$ cat config.mk
export PLATFORM = sky130hd
export DESIGN_NAME = fifo_port_sched
export DESIGN_NICKNAME = d
export VERILOG_FILES = /design/src/rtl/fifo_sched_pkg.sv /design/src/rtl/rr_arbiter.sv /design/src/rtl/fifo_port_sched.sv
export SDC_FILE = /design/constraint.sdc
export NUM_CORES = 1
export LEC_CHECK = 0
export BUFFER_PORTS_ARGS = -buffer_cell sky130_fd_sc_hd__buf_2
export CAP_MARGIN = 20
export CORE_ASPECT_RATIO = 1.1
export CORE_UTILIZATION = 44
export DETAILED_ROUTE_END_ITERATION = 7
export MAX_ROUTING_LAYER = met4
export PLACE_DENSITY = 0.75
export SLEW_MARGIN = 20
export SYNTH_ARGS = -nofsm -noshare
export SYNTH_HDL_FRONTEND = slang
export SYNTH_SLANG_ARGS = --single-unit
$ cat constraint.sdc
create_clock -name clk -period 2.74 [get_ports clk]
set_input_delay 0.137 -clock clk [delete_from_list [all_inputs] [get_ports clk]]
set_output_delay 0.137 -clock clk [all_outputs]
set_load 0.02 [all_outputs]
$ cat src/rtl/fifo_sched_pkg.sv
`timescale 1ns/1ps
`default_nettype none
// ============================================================================
// fifo_sched_pkg : shared types and defaults for the FIFO port scheduler
// Revision       : 1.0
// ============================================================================
package fifo_sched_pkg;

  localparam int NUM_WR_DEF = 4;
  localparam int DEPTH_DEF  = 16;
  localparam int DW_DEF     = 8;

  typedef enum logic [0:0] {
    ST_FLUSH = 1'b0,
    ST_RUN   = 1'b1
  } sched_state_e;

  // Occupancy must represent 0..depth inclusive.
  function automatic int occ_width(input int depth);
    return $clog2(depth + 1);
  endfunction

endpackage
`default_nettype wire

$ cat src/rtl/rr_arbiter.sv
`timescale 1ns/1ps
`default_nettype none
// ============================================================================
// rr_arbiter : combinational round-robin picker, search starts at ptr
// Revision   : 1.0
// ============================================================================
module rr_arbiter #(
  parameter int NUM_WR = 4
) (
  input  logic [NUM_WR-1:0]         req,
  input  logic [$clog2(NUM_WR)-1:0] ptr,
  output logic [NUM_WR-1:0]         gnt,
  output logic [$clog2(NUM_WR)-1:0] next_ptr
);

  localparam int PW = $clog2(NUM_WR);

  logic [PW-1:0] idx;
  logic          hit;

  always_comb begin
    gnt      = '0;
    next_ptr = ptr;
    hit      = 1'b0;
    idx      = '0;
    for (int k = 0; k < NUM_WR; k++) begin
      idx = PW'((int'(ptr) + k) % NUM_WR);
      if (!hit && req[idx]) begin
        hit      = 1'b1;
        gnt[idx] = 1'b1;
        next_ptr = PW'((int'(idx) + 1) % NUM_WR);
      end
    end
  end

endmodule
`default_nettype wire

$ cat src/rtl/fifo_port_sched.sv
`timescale 1ns/1ps
`default_nettype none
// ============================================================================
// fifo_port_sched : shares a single-op-per-cycle FIFO between NUM_WR writers
//                   and one reader; optional checker via FIFO_PORT_SCHED_CHECK_EN
// Revision        : 1.0
// ============================================================================
module fifo_port_sched
  import fifo_sched_pkg::*;
#(
  parameter int NUM_WR = NUM_WR_DEF,
  parameter int DEPTH  = DEPTH_DEF,
  parameter int DW     = DW_DEF
) (
  input  logic                         clk,
  input  logic                         rst_n,
  input  logic                         flush,
  input  logic [NUM_WR-1:0]            wr_req,
  input  logic [NUM_WR*DW-1:0]         wr_data,
  output logic [NUM_WR-1:0]            wr_gnt,
  input  logic                         rd_req,
  output logic                         rd_gnt,
  output logic [DW-1:0]                rd_data,
  output logic                         rd_vld,
  output logic                         fifo_rst,
  output logic                         fifo_wr,
  output logic                         fifo_rd,
  output logic [DW-1:0]                fifo_din,
  input  logic [DW-1:0]                fifo_dout,
  input  logic                         fifo_full,
  input  logic                         fifo_empty,
  output logic [occ_width(DEPTH)-1:0]  occ,
  output logic                         err
);

  localparam int             OW      = occ_width(DEPTH);
  localparam int             PW      = $clog2(NUM_WR);
  localparam logic [OW-1:0]  OCC_MAX = OW'(DEPTH);

  sched_state_e   state_q, state_d;
  logic [OW-1:0]  occ_q, occ_d;
  logic [PW-1:0]  rr_ptr_q, rr_ptr_d;
  logic           last_rd_q, last_rd_d;
  logic           fifo_wr_q, fifo_wr_d;
  logic           fifo_rd_q, fifo_rd_d;
  logic [DW-1:0]  fifo_din_q, fifo_din_d;
  logic           rd_vld_q, rd_vld_d;

  logic [NUM_WR-1:0] arb_gnt;
  logic [PW-1:0]     arb_next_ptr;
  logic [DW-1:0]     sel_data;
  logic              wr_ok, rd_ok, do_wr, do_rd;

  rr_arbiter #(
    .NUM_WR (NUM_WR)
  ) u_arb (
    .req      (wr_req),
    .ptr      (rr_ptr_q),
    .gnt      (arb_gnt),
    .next_ptr (arb_next_ptr)
  );

  always_comb begin
    sel_data = '0;
    for (int i = 0; i < NUM_WR; i++) begin
      if (arb_gnt[i]) sel_data = sel_data | wr_data[i*DW +: DW];
    end
  end

  assign wr_ok = (|wr_req) && (occ_q != OCC_MAX);
  assign rd_ok = rd_req && (occ_q != '0);

  always_comb begin
    state_d    = state_q;
    occ_d      = occ_q;
    rr_ptr_d   = rr_ptr_q;
    last_rd_d  = last_rd_q;
    fifo_wr_d  = 1'b0;
    fifo_rd_d  = 1'b0;
    fifo_din_d = fifo_din_q;
    rd_vld_d   = fifo_rd_q;
    do_wr      = 1'b0;
    do_rd      = 1'b0;
    wr_gnt     = '0;
    rd_gnt     = 1'b0;
    case (state_q)
      ST_FLUSH: begin
        state_d  = ST_RUN;
        occ_d    = '0;
        rd_vld_d = 1'b0;
      end
      ST_RUN: begin
        if (flush) begin
          state_d  = ST_FLUSH;
          occ_d    = '0;
          rd_vld_d = 1'b0;
        end else begin
          // Under contention the slot alternates, starting with a read.
          if (wr_ok && rd_ok) begin
            do_rd = !last_rd_q;
            do_wr = last_rd_q;
          end else begin
            do_rd = rd_ok;
            do_wr = wr_ok;
          end
          if (do_wr) begin
            wr_gnt     = arb_gnt;
            rr_ptr_d   = arb_next_ptr;
            fifo_wr_d  = 1'b1;
            fifo_din_d = sel_data;
            occ_d      = occ_q + OW'(1);
            last_rd_d  = 1'b0;
          end
          if (do_rd) begin
            rd_gnt    = 1'b1;
            fifo_rd_d = 1'b1;
            occ_d     = occ_q - OW'(1);
            last_rd_d = 1'b1;
          end
        end
      end
    endcase
  end

  always_ff @(posedge clk or negedge rst_n) begin
    if (!rst_n) begin
      state_q    <= ST_FLUSH;
      occ_q      <= '0;
      rr_ptr_q   <= '0;
      last_rd_q  <= 1'b0;
      fifo_wr_q  <= 1'b0;
      fifo_rd_q  <= 1'b0;
      fifo_din_q <= '0;
      rd_vld_q   <= 1'b0;
    end else begin
      state_q    <= state_d;
      occ_q      <= occ_d;
      rr_ptr_q   <= rr_ptr_d;
      last_rd_q  <= last_rd_d;
      fifo_wr_q  <= fifo_wr_d;
      fifo_rd_q  <= fifo_rd_d;
      fifo_din_q <= fifo_din_d;
      rd_vld_q   <= rd_vld_d;
    end
  end

  assign fifo_rst = (state_q == ST_FLUSH);
  assign fifo_wr  = fifo_wr_q;
  assign fifo_rd  = fifo_rd_q;
  assign fifo_din = fifo_din_q;
  assign rd_vld   = rd_vld_q;
  assign rd_data  = fifo_dout;
  assign occ      = occ_q;

`ifdef FIFO_PORT_SCHED_CHECK_EN
  logic err_q, err_d;
  logic occ_zero_dly_q, occ_zero_dly_d;
  logic run_dly_q, run_dly_d;
  logic run_now;

  assign run_now = (state_q == ST_RUN);

  // The FIFO's empty flag trails the mirror count by one cycle.
  always_comb begin
    err_d          = err_q;
    occ_zero_dly_d = (occ_q == '0);
    run_dly_d      = run_now;
    if (fifo_wr_q && fifo_full)  err_d = 1'b1;
    if (fifo_rd_q && fifo_empty) err_d = 1'b1;
    if (run_now && run_dly_q && (occ_zero_dly_q != fifo_empty)) err_d = 1'b1;
  end

  always_ff @(posedge clk or negedge rst_n) begin
    if (!rst_n) begin
      err_q          <= 1'b0;
      occ_zero_dly_q <= 1'b0;
      run_dly_q      <= 1'b0;
    end else begin
      err_q          <= err_d;
      occ_zero_dly_q <= occ_zero_dly_d;
      run_dly_q      <= run_dly_d;
    end
  end

  assign err = err_q;
`else
  logic unused_flags;
  assign unused_flags = ^{fifo_full, fifo_empty};
  assign err          = 1'b0;
`endif

endmodule
`default_nettype wire

==> metrics.log, run 1 <==
INFO  metric track_usage = 21.00%
INFO  metric floorplan.die.width = 65.42 um
INFO  metric detailroute.via_count = 1,840
INFO  metric yosysUniqueCellTypes = 52
INFO  metric synth_top_area_share = 25.71%
INFO  metric wl_per_cell = 14.14 um
INFO  metric via_cell_ratio = 5.526
INFO  metric period_share = 97.08%
INFO  metric grt_first_pass_wirelength = 7.562 mm
INFO  metric cp_max_fo = 6
INFO  metric die_y = 71.77 um
INFO  metric worstSetupStartpointType = register
INFO  metric synth_largest_area_cell = sky130_fd_sc_hd__dfrtp_1
INFO  metric syn-num-nets = 271
INFO  metric core-area = 4285 um2
INFO  metric grt-ovfl-total = 0
INFO  metric synthToLayoutAreaGrowth = 26.74%
INFO  metric number_of_buffers_added_by_the_clock_tree_synthesis_step = 3
INFO  metric fp-row-count = 25
INFO  metric synth_sequential_area_ratio = 25.71%
INFO  metric met1_length = 2.055 mm
INFO  metric antenna-diode-count = 0
INFO  metric instances_no_fill = 333
INFO  metric top_layer_used = met4
INFO  metric num_io_pins = 81
INFO  metric total_count_of_hold_check_failures_in_the_final_report = 0
INFO  metric clkLatencyLatePin = 0.26 ns
INFO  metric yosys_warnings = 0
INFO  metric drt-initial-drc-count = 87
INFO  metric tritoncts = built
INFO  metric first_global_vias = 1,697
INFO  metric cts.htree.levels = 1
INFO  metric setup.worst_path.end_class = output port
INFO  metric yosys_register_bits = 20
INFO  metric post_synth_inst_count = 210
INFO  metric number_of_enable_type_register_cells_in_the_synthesized_netlist = 0
INFO  metric min_period = 2.660 ns
INFO  metric worst_setup_hold_path_clk_slew = 0.08 ns
INFO  metric cts-root-to-sink-buffers = 2
INFO  metric seq_power_share = 16.9%
INFO  metric final_layout_size_suffix_gt1_share = 40.86%
INFO  metric power.switching = 1.379 mW
INFO  metric path_cells = inv_2 -> ha_1 -> or3b_4 -> a2111oi_4 -> a31oi_4 -> o221ai_4 -> and2_1 -> buf_2
INFO  metric combPwrFrac = 72.8%
INFO  metric final.hold.worst_slack = 0.06502 ns
INFO  metric met3_routed_wl = 181 um
INFO  metric p_leak = 1.114 nW
INFO  metric p_int = 1.526 mW
INFO  metric skew = 0.004771 ns
INFO  metric synth.top_cells.by_area = sky130_fd_sc_hd__dfrtp_1 26%, sky130_fd_sc_hd__ha_1 6.4%, sky130_fd_sc_hd__nand2_1 4.6%
INFO  metric first_pass_iters = 5
INFO  metric asyncSetResetFlopFracSynth = 100.0%
INFO  metric critical-path-slowest-cell = sky130_fd_sc_hd__a2111oi_4
INFO  metric grt_setup_unrepaired = yes
INFO  metric top_achievable_clock_speed = 0.3759 GHz
INFO  metric crit_path_max_incr_delay = 0.40 ns
INFO  metric synth_top_flop_cell = sky130_fd_sc_hd__dfrtp_1
INFO  metric syn_avg_cell_area = 9.271 um2
INFO  metric power-per-cell-area = 1177 nW/um2
INFO  metric cts.sinks = 20
INFO  metric placement.io_buffers = 61
INFO  metric grt_start_max_net_pins = 25
INFO  metric gp_congestion = 0.7842
INFO  metric hpwlAfterDp = 3.457 mm
INFO  metric final_net_count = 341
INFO  metric cp.required = 2.60 ns
INFO  metric place.detailed.instances = 322
INFO  metric setup_viol = 0
INFO  metric p_sw_share = 47.47%
INFO  metric power_frac_clock = 10.2%
INFO  metric ir_drop_worst_vdd = 0.5188 mV
INFO  metric outcome = complete, no violations
INFO  metric summed_instance_area_of_the_synthesized_netlist = 1947 um2
INFO  metric routed_wirelength = 4.710 mm
INFO  metric start_util = 45.43%
INFO  metric met2_length = 2.409 mm
INFO  metric maxCapViolations = 0
INFO  metric tightest_hold_check_type = in2reg
INFO  metric timing_worst_setup_path_type = reg2out
INFO  metric detail-route-antenna-nets = 0
INFO  metric root_buffer = sky130_fd_sc_hd__clkbuf_8
INFO  metric timing.final.max_slew_violations = 0
INFO  metric grt_antenna_before_repair = 0
INFO  metric cp_data_arrival_time = 2.52 ns
INFO  metric drt_drc_violations_left = 0
INFO  metric design.die.area = 4695 um2
==> logic make-up after synthesis <==
group | after synthesis | synth area share, %
compound gates | 65 | 30.01
xor+xnor | 5 | 2.250
fa+ha+maj | 11 | 7.455
buf+inv | 25 | 8.226
flops | 20 | 25.71
mux | 9 | 7.262
other cells | 1 | 0.1926
simple gates | 74 | 18.89
==> critical path, delay by kind of cell (launching register included) <==
| kind | cells | cell delay [ns] |
|---|---|---|
| buf+inv | 2 | 0.26 |
| simple gates | 2 | 0.56 |
| flops | 1 | 0.39 |
| fa+ha+maj | 1 | 0.26 |
| compound gates | 3 | 0.79 |
==> per-stage QoR <==
stage               utilization (%)  power (mW)  setup TNS, ns  instance area, um2  setup WS, ns
floorplan                         -       2.013              0                1964       0.01786
global placement              54.04       2.450              0                2316        0.1013
detailed placement            54.04       2.495              0                2316       0.02100
CTS                           56.12       2.828              0                2405      0.002588
global route                  57.58       3.138       -0.04414                2467      -0.02929
finish                        57.58       2.905              0                2467       0.07990
==> per-layer routing <==
layer | up-vias | track usage [%]
li1 | 913 | -
met1 | 868 | 26.23
met2 | 53 | 35.17
met3 | 6 | 2.070
met4 | 0 | 7.005
met5 | - | -
==> power by group through the flow <==
stage               Sequential (mW)  Clock (mW)  Combinational, mW
CTS                           0.490       0.303               2.03
finish                        0.492       0.297               2.12
floorplan                     0.616           0               1.40
global route                  0.508       0.316               2.31
global placement              0.489           0               1.96
detailed placement            0.494           0               2.00
==> final timing paths <==
path	from	endpoint	slack, ns	depth (start not counted)
worst max-delay path	rr_ptr_q[0]	wr_gnt[2]	0.08	8
worst min-delay path	flush	state_q	0.07	2
worst max register to register	occ[0]	occ[4]	0.14	10
worst min register to register	state_q	state_q	0.49	1
max in group asynchronous	rst_n	occ[0]	2.03	2
min in group asynchronous	rst_n	fifo_din[4]	0.36	2
==> flip-flops by register name, summed over array words and instances (netlist names) <==
| register | flops |
|---|---|
| state_q | 1 |
| rr_ptr_q | 2 |
| occ | 5 |
| fifo_wr | 1 |
| rd_vld | 1 |
| last_rd_q | 1 |
| fifo_din | 8 |
| fifo_rd | 1 |
==> cells in the mapped netlist, drive strengths merged, types with 3 or more instances <==
| master | number |
|---|---|
| nand2 | 24 |
| dfrtp | 20 |
| nor2 | 20 |
| buf | 15 |
| a31oi | 13 |
| o21ai | 13 |
| ha | 10 |
| a221oi | 9 |
| a22oi | 8 |
| inv | 7 |
| a21oi | 6 |
| and2 | 5 |
| mux2i | 5 |
| nand2b | 5 |
| nor2b | 5 |
| a21o | 3 |
| clkbuf | 3 |
| o22ai | 3 |
| xnor2 | 3 |
==> what timing repair did <==
item,CTS,global route
buffers inserted,1,5
hold buffers,1,0
endpoints found under the setup margin,1,6
endpoints found under the hold margin,20,0
pin swaps,1,5
gates cloned,0,0
resized for setup,0,8
==> placed cells by master (no fill, tap or decap), types with 3 or more instances in the layout <==
master | Yosys | layout
sky130_fd_sc_hd__and2_1 | 5 | 5
sky130_fd_sc_hd__o21ai_0 | 6 | 6
sky130_fd_sc_hd__ha_1 | 10 | 10
sky130_fd_sc_hd__nor2b_1 | 5 | 5
sky130_fd_sc_hd__buf_2 | 2 | 61
sky130_fd_sc_hd__xnor2_1 | 3 | 3
sky130_fd_sc_hd__inv_1 | 7 | 5
sky130_fd_sc_hd__a21oi_1 | 6 | 6
sky130_fd_sc_hd__clkbuf_8 | 0 | 3
sky130_fd_sc_hd__buf_4 | 9 | 20
sky130_fd_sc_hd__a221oi_1 | 8 | 8
sky130_fd_sc_hd__nor2_1 | 20 | 20
sky130_fd_sc_hd__nand2_1 | 24 | 24
sky130_fd_sc_hd__o21ai_1 | 7 | 7
sky130_fd_sc_hd__a22oi_1 | 8 | 8
sky130_fd_sc_hd__nand2b_1 | 5 | 5
sky130_fd_sc_hd__dfrtp_1 | 20 | 18
sky130_fd_sc_hd__a31oi_1 | 10 | 10
sky130_fd_sc_hd__mux2i_1 | 4 | 3
sky130_fd_sc_hd__a21o_1 | 3 | 3
==> final cells by class <==
class	count	area, um2
clock buffers	3	41.29
clock inverters	1	30.03
fillers	389	1818
inverters	7	26.28
multi-input cells	165	1323
flip-flops and latches	20	503.0
well taps	54	67.56
repair buffers	83	476.7
(Power assumes the default switching activity.)
==> inputs of run 2 (changes only) <==
==> constraint.sdc (replaced) <==
create_clock -name clk -period 2.25 [get_ports clk]
set_input_delay 0.1125 -clock clk [delete_from_list [all_inputs] [get_ports clk]]
set_output_delay 0.1125 -clock clk [all_outputs]
set_load 0.02 [all_outputs]
==> run 2 against run 1 <==
The run now ends with setup timing left. Cell count increased by 7.5%. Sequential power rose by 23%. Hold slack got worse by 0.046 ns. Die area stayed put. Setup slack got worse by 0.37 ns. Combinational power up 68%. Via count increased by 8.3%. Clock skew shrank 0.0034 ns. Non-clock buffer count grew 25. Clock-buffer cell count rose by 1. Routed wire length is 21% higher. Critical path type is now reg2reg. Critical endpoint is now occ[4].
==> metrics.log, run 2 (synthesis gave the netlist of run 1 again) <==
INFO  metric critical-path-slowest-cell = sky130_fd_sc_hd__dfrtp_2
INFO  metric grt-ovfl-total = 0
INFO  metric antenna-diode-count = 0
INFO  metric r2r-start = occ[0]
INFO  metric first_pass_iters = 4
INFO  metric worst_slew_margin_rel = 66.75%
INFO  metric num_io_pins = 81
INFO  metric hpwlAfterDp = 3.914 mm
INFO  metric period_share = 112.9%
INFO  metric detail-route-antenna-nets = 0
INFO  metric path_cells = nor4_4 -> or2b_1 -> and3_4 -> fa_2 -> a21o_1 -> a21o_1 -> and4_1 -> nor3_2 -> xnor2_1 -> nor2_1
INFO  metric cts.htree.levels = 1
INFO  metric placement.io_buffers = 61
INFO  metric total_count_of_hold_check_failures_in_the_final_report = 0
INFO  metric register_to_register_setup_slack = -0.29 ns
INFO  metric via_cell_ratio = 5.564
INFO  metric crit_path_max_incr_delay = 0.45 ns
INFO  metric grt_setup_unrepaired = yes
INFO  metric cp.buffers_inverters = 0
INFO  metric start_util = 45.43%
INFO  metric detailroute.via_count = 1,992
INFO  metric p_leak = 1.302 nW
INFO  metric cts-root-to-sink-buffers = 2
INFO  metric number_of_buffers_added_by_the_clock_tree_synthesis_step = 3
INFO  metric first_global_vias = 1,969
INFO  metric report.power.total = 4.422 mW
INFO  metric final.hold.worst_slack = 0.01927 ns
INFO  metric core-area = 4285 um2
INFO  metric cts.sinks = 20
INFO  metric worst-r2r-cell-count = 10
INFO  metric final_net_count = 366
INFO  metric hold-path-cell-count = 2
INFO  metric timing_worst_setup_path_type = reg2reg
INFO  metric drt-initial-drc-count = 103
INFO  metric setup_viol = 15
INFO  metric maxCapViolations = 0
INFO  metric root_buffer = sky130_fd_sc_hd__clkbuf_8
INFO  metric timing.final.max_slew_violations = 0
INFO  metric setup.worst_path.end_class = register
INFO  metric outcome = finished with violations
INFO  metric worst_path_dominant_cell_family = simple AND/OR/NAND/NOR gates
INFO  metric routed_wirelength = 5.692 mm
INFO  metric final_layout_size_suffix_gt1_share = 55.92%
INFO  metric hp-start = flush
INFO  metric floorplan.die.width = 65.42 um
INFO  metric min_period = 2.540 ns
INFO  metric final_common_cell = sky130_fd_sc_hd__buf_2
INFO  metric violations = setup timing
INFO  metric design.die.area = 4695 um2
INFO  metric timing_worst_slew_pin_value = 0.4943 ns
INFO  metric grt_first_pass_wirelength = 8.845 mm
INFO  metric largest_register_ff_count = 8
INFO  metric fp-row-count = 25
INFO  metric power-per-cell-area = 1524 nW/um2
INFO  metric top_achievable_clock_speed = 0.3938 GHz
INFO  metric finish.utilization = 67.71%
INFO  metric grt_start_max_net_pins = 21
INFO  metric tritoncts = built
INFO  metric worst_r2r_endpoint = occ[4]
INFO  metric wl_per_cell = 15.90 um
INFO  metric worst_setup_hold_path_clk_slew = 0.08 ns
INFO  metric die_y = 71.77 um
INFO  metric skew = 0.001362 ns
INFO  metric clkLatencyLatePin = 0.26 ns
INFO  metric synthToLayoutAreaGrowth = 49.04%
INFO  metric fin_ws = -0.2896 ns
INFO  metric worstSetupStartpointType = register
INFO  metric cp.required = 2.40 ns
INFO  metric hold_end = state_q
INFO  metric cp_max_fo = 4
INFO  metric track_usage = 24.78%
INFO  metric crit_top_cell = sky130_fd_sc_hd__a21o_1
INFO  metric gp_congestion = 0.8850
INFO  metric cp_data_arrival_time = 2.69 ns
INFO  metric ir_drop_worst_vdd = 0.7835 mV
INFO  metric tightest_hold_check_type = in2reg
INFO  metric layout.cells.most_common_list = 57 x sky130_fd_sc_hd__buf_2, 33 x sky130_fd_sc_hd__buf_4, 19 x sky130_fd_sc_hd__nor2_1, 16 x sky130_fd_sc_hd__dfrtp_1, 14 x sky130_fd_sc_hd__nand2_1
INFO  metric drt_drc_violations_left = 0
INFO  metric grt_antenna_before_repair = 0
run 2: cell types whose count changed in the layout (fill, tap and decap cells not counted), moves of 3 or more:
| cell | change |
|---|---|
| sky130_fd_sc_hd__a221oi_1 | -4 |
| sky130_fd_sc_hd__a221oi_2 | +4 |
| sky130_fd_sc_hd__buf_2 | -4 |
| sky130_fd_sc_hd__buf_4 | +13 |
| sky130_fd_sc_hd__buf_6 | +12 |
| sky130_fd_sc_hd__nand2_1 | -10 |
| sky130_fd_sc_hd__nand2_2 | +6 |
| sky130_fd_sc_hd__nand2_4 | +4 |
| sky130_fd_sc_hd__o21ai_2 | +3 |
run 2: worst reg2reg max path: stages (launching register included):
cell and delay, ns:
sky130_fd_sc_hd__dfrtp_2 0.45, sky130_fd_sc_hd__nor4_4 0.32, sky130_fd_sc_hd__or2b_1 0.28, sky130_fd_sc_hd__and3_4 0.18, sky130_fd_sc_hd__fa_2 0.35, sky130_fd_sc_hd__a21o_1 0.16, sky130_fd_sc_hd__a21o_1 0.18, sky130_fd_sc_hd__and4_1 0.21
sky130_fd_sc_hd__nor3_2 0.12, sky130_fd_sc_hd__xnor2_1 0.13, sky130_fd_sc_hd__nor2_1 0.05
run 2: where the power goes:
group	switching, mW	internal, mW	leakage, nW
Sequential	0.106	0.500	0.237
Clock	0.134	0.126	0.0228
Combinational	1.81	1.74	1.04
run 2: how the worst max path moves through the flow:
stage	startpoint	to	cells after the start
finish	occ[0]	occ[4]	10
global route	occ[0]	occ[4]	10
global placement	occ[2]	occ[4]	10
CTS	occ[2]	occ[4]	10
floorplan	occ[2]	occ[4]	10
detailed placement	occ[2]	occ[4]	10
run 2: area by class of cell:
cell class | instances | area [um2]
Multi-Input combinational cell | 165 | 1493
Timing Repair Buffer | 108 | 759.5
Fill cell | 325 | 1384
Inverter | 7 | 31.28
Sequential cell | 20 | 505.5
Tap cell | 54 | 67.56
Clock buffer | 4 | 45.04
run 2: what timing repair did:
item,in CTS,in global routing
pin swaps,18,21
endpoints found under the hold margin,20,0
endpoints found under the setup margin,14,15
hold buffers,1,0
buffers inserted,10,2
resized for setup,26,27
run 2: layer usage:
layer / vias to the layer above / wire length (um) / global-route usage (%)
met5: - / 0 / -
met4: 0 / 139 / 9.179
met3: 12 / 247 / 3.344
met2: 79 / 3067 / 44.56
met1: 948 / 2237 / 27.39
li1: 953 / - / -
run 2: stage by stage:
| stage | setup TNS (ns) | cell area [um2] | setup slack, ns | cells |
|---|---|---|---|---|
| after floorplan | -0.6212 | 2016 | -0.2843 | 210 |
| after global placement | -0.4100 | 2540 | -0.2172 | 342 |
| after detailed placement | -0.8231 | 2540 | -0.2531 | 342 |
| after CTS | -1.865 | 2764 | -0.2238 | 357 |
| after global routing | -3.850 | 2902 | -0.4378 | 358 |
| final | -2.617 | 2902 | -0.2896 | 358 |
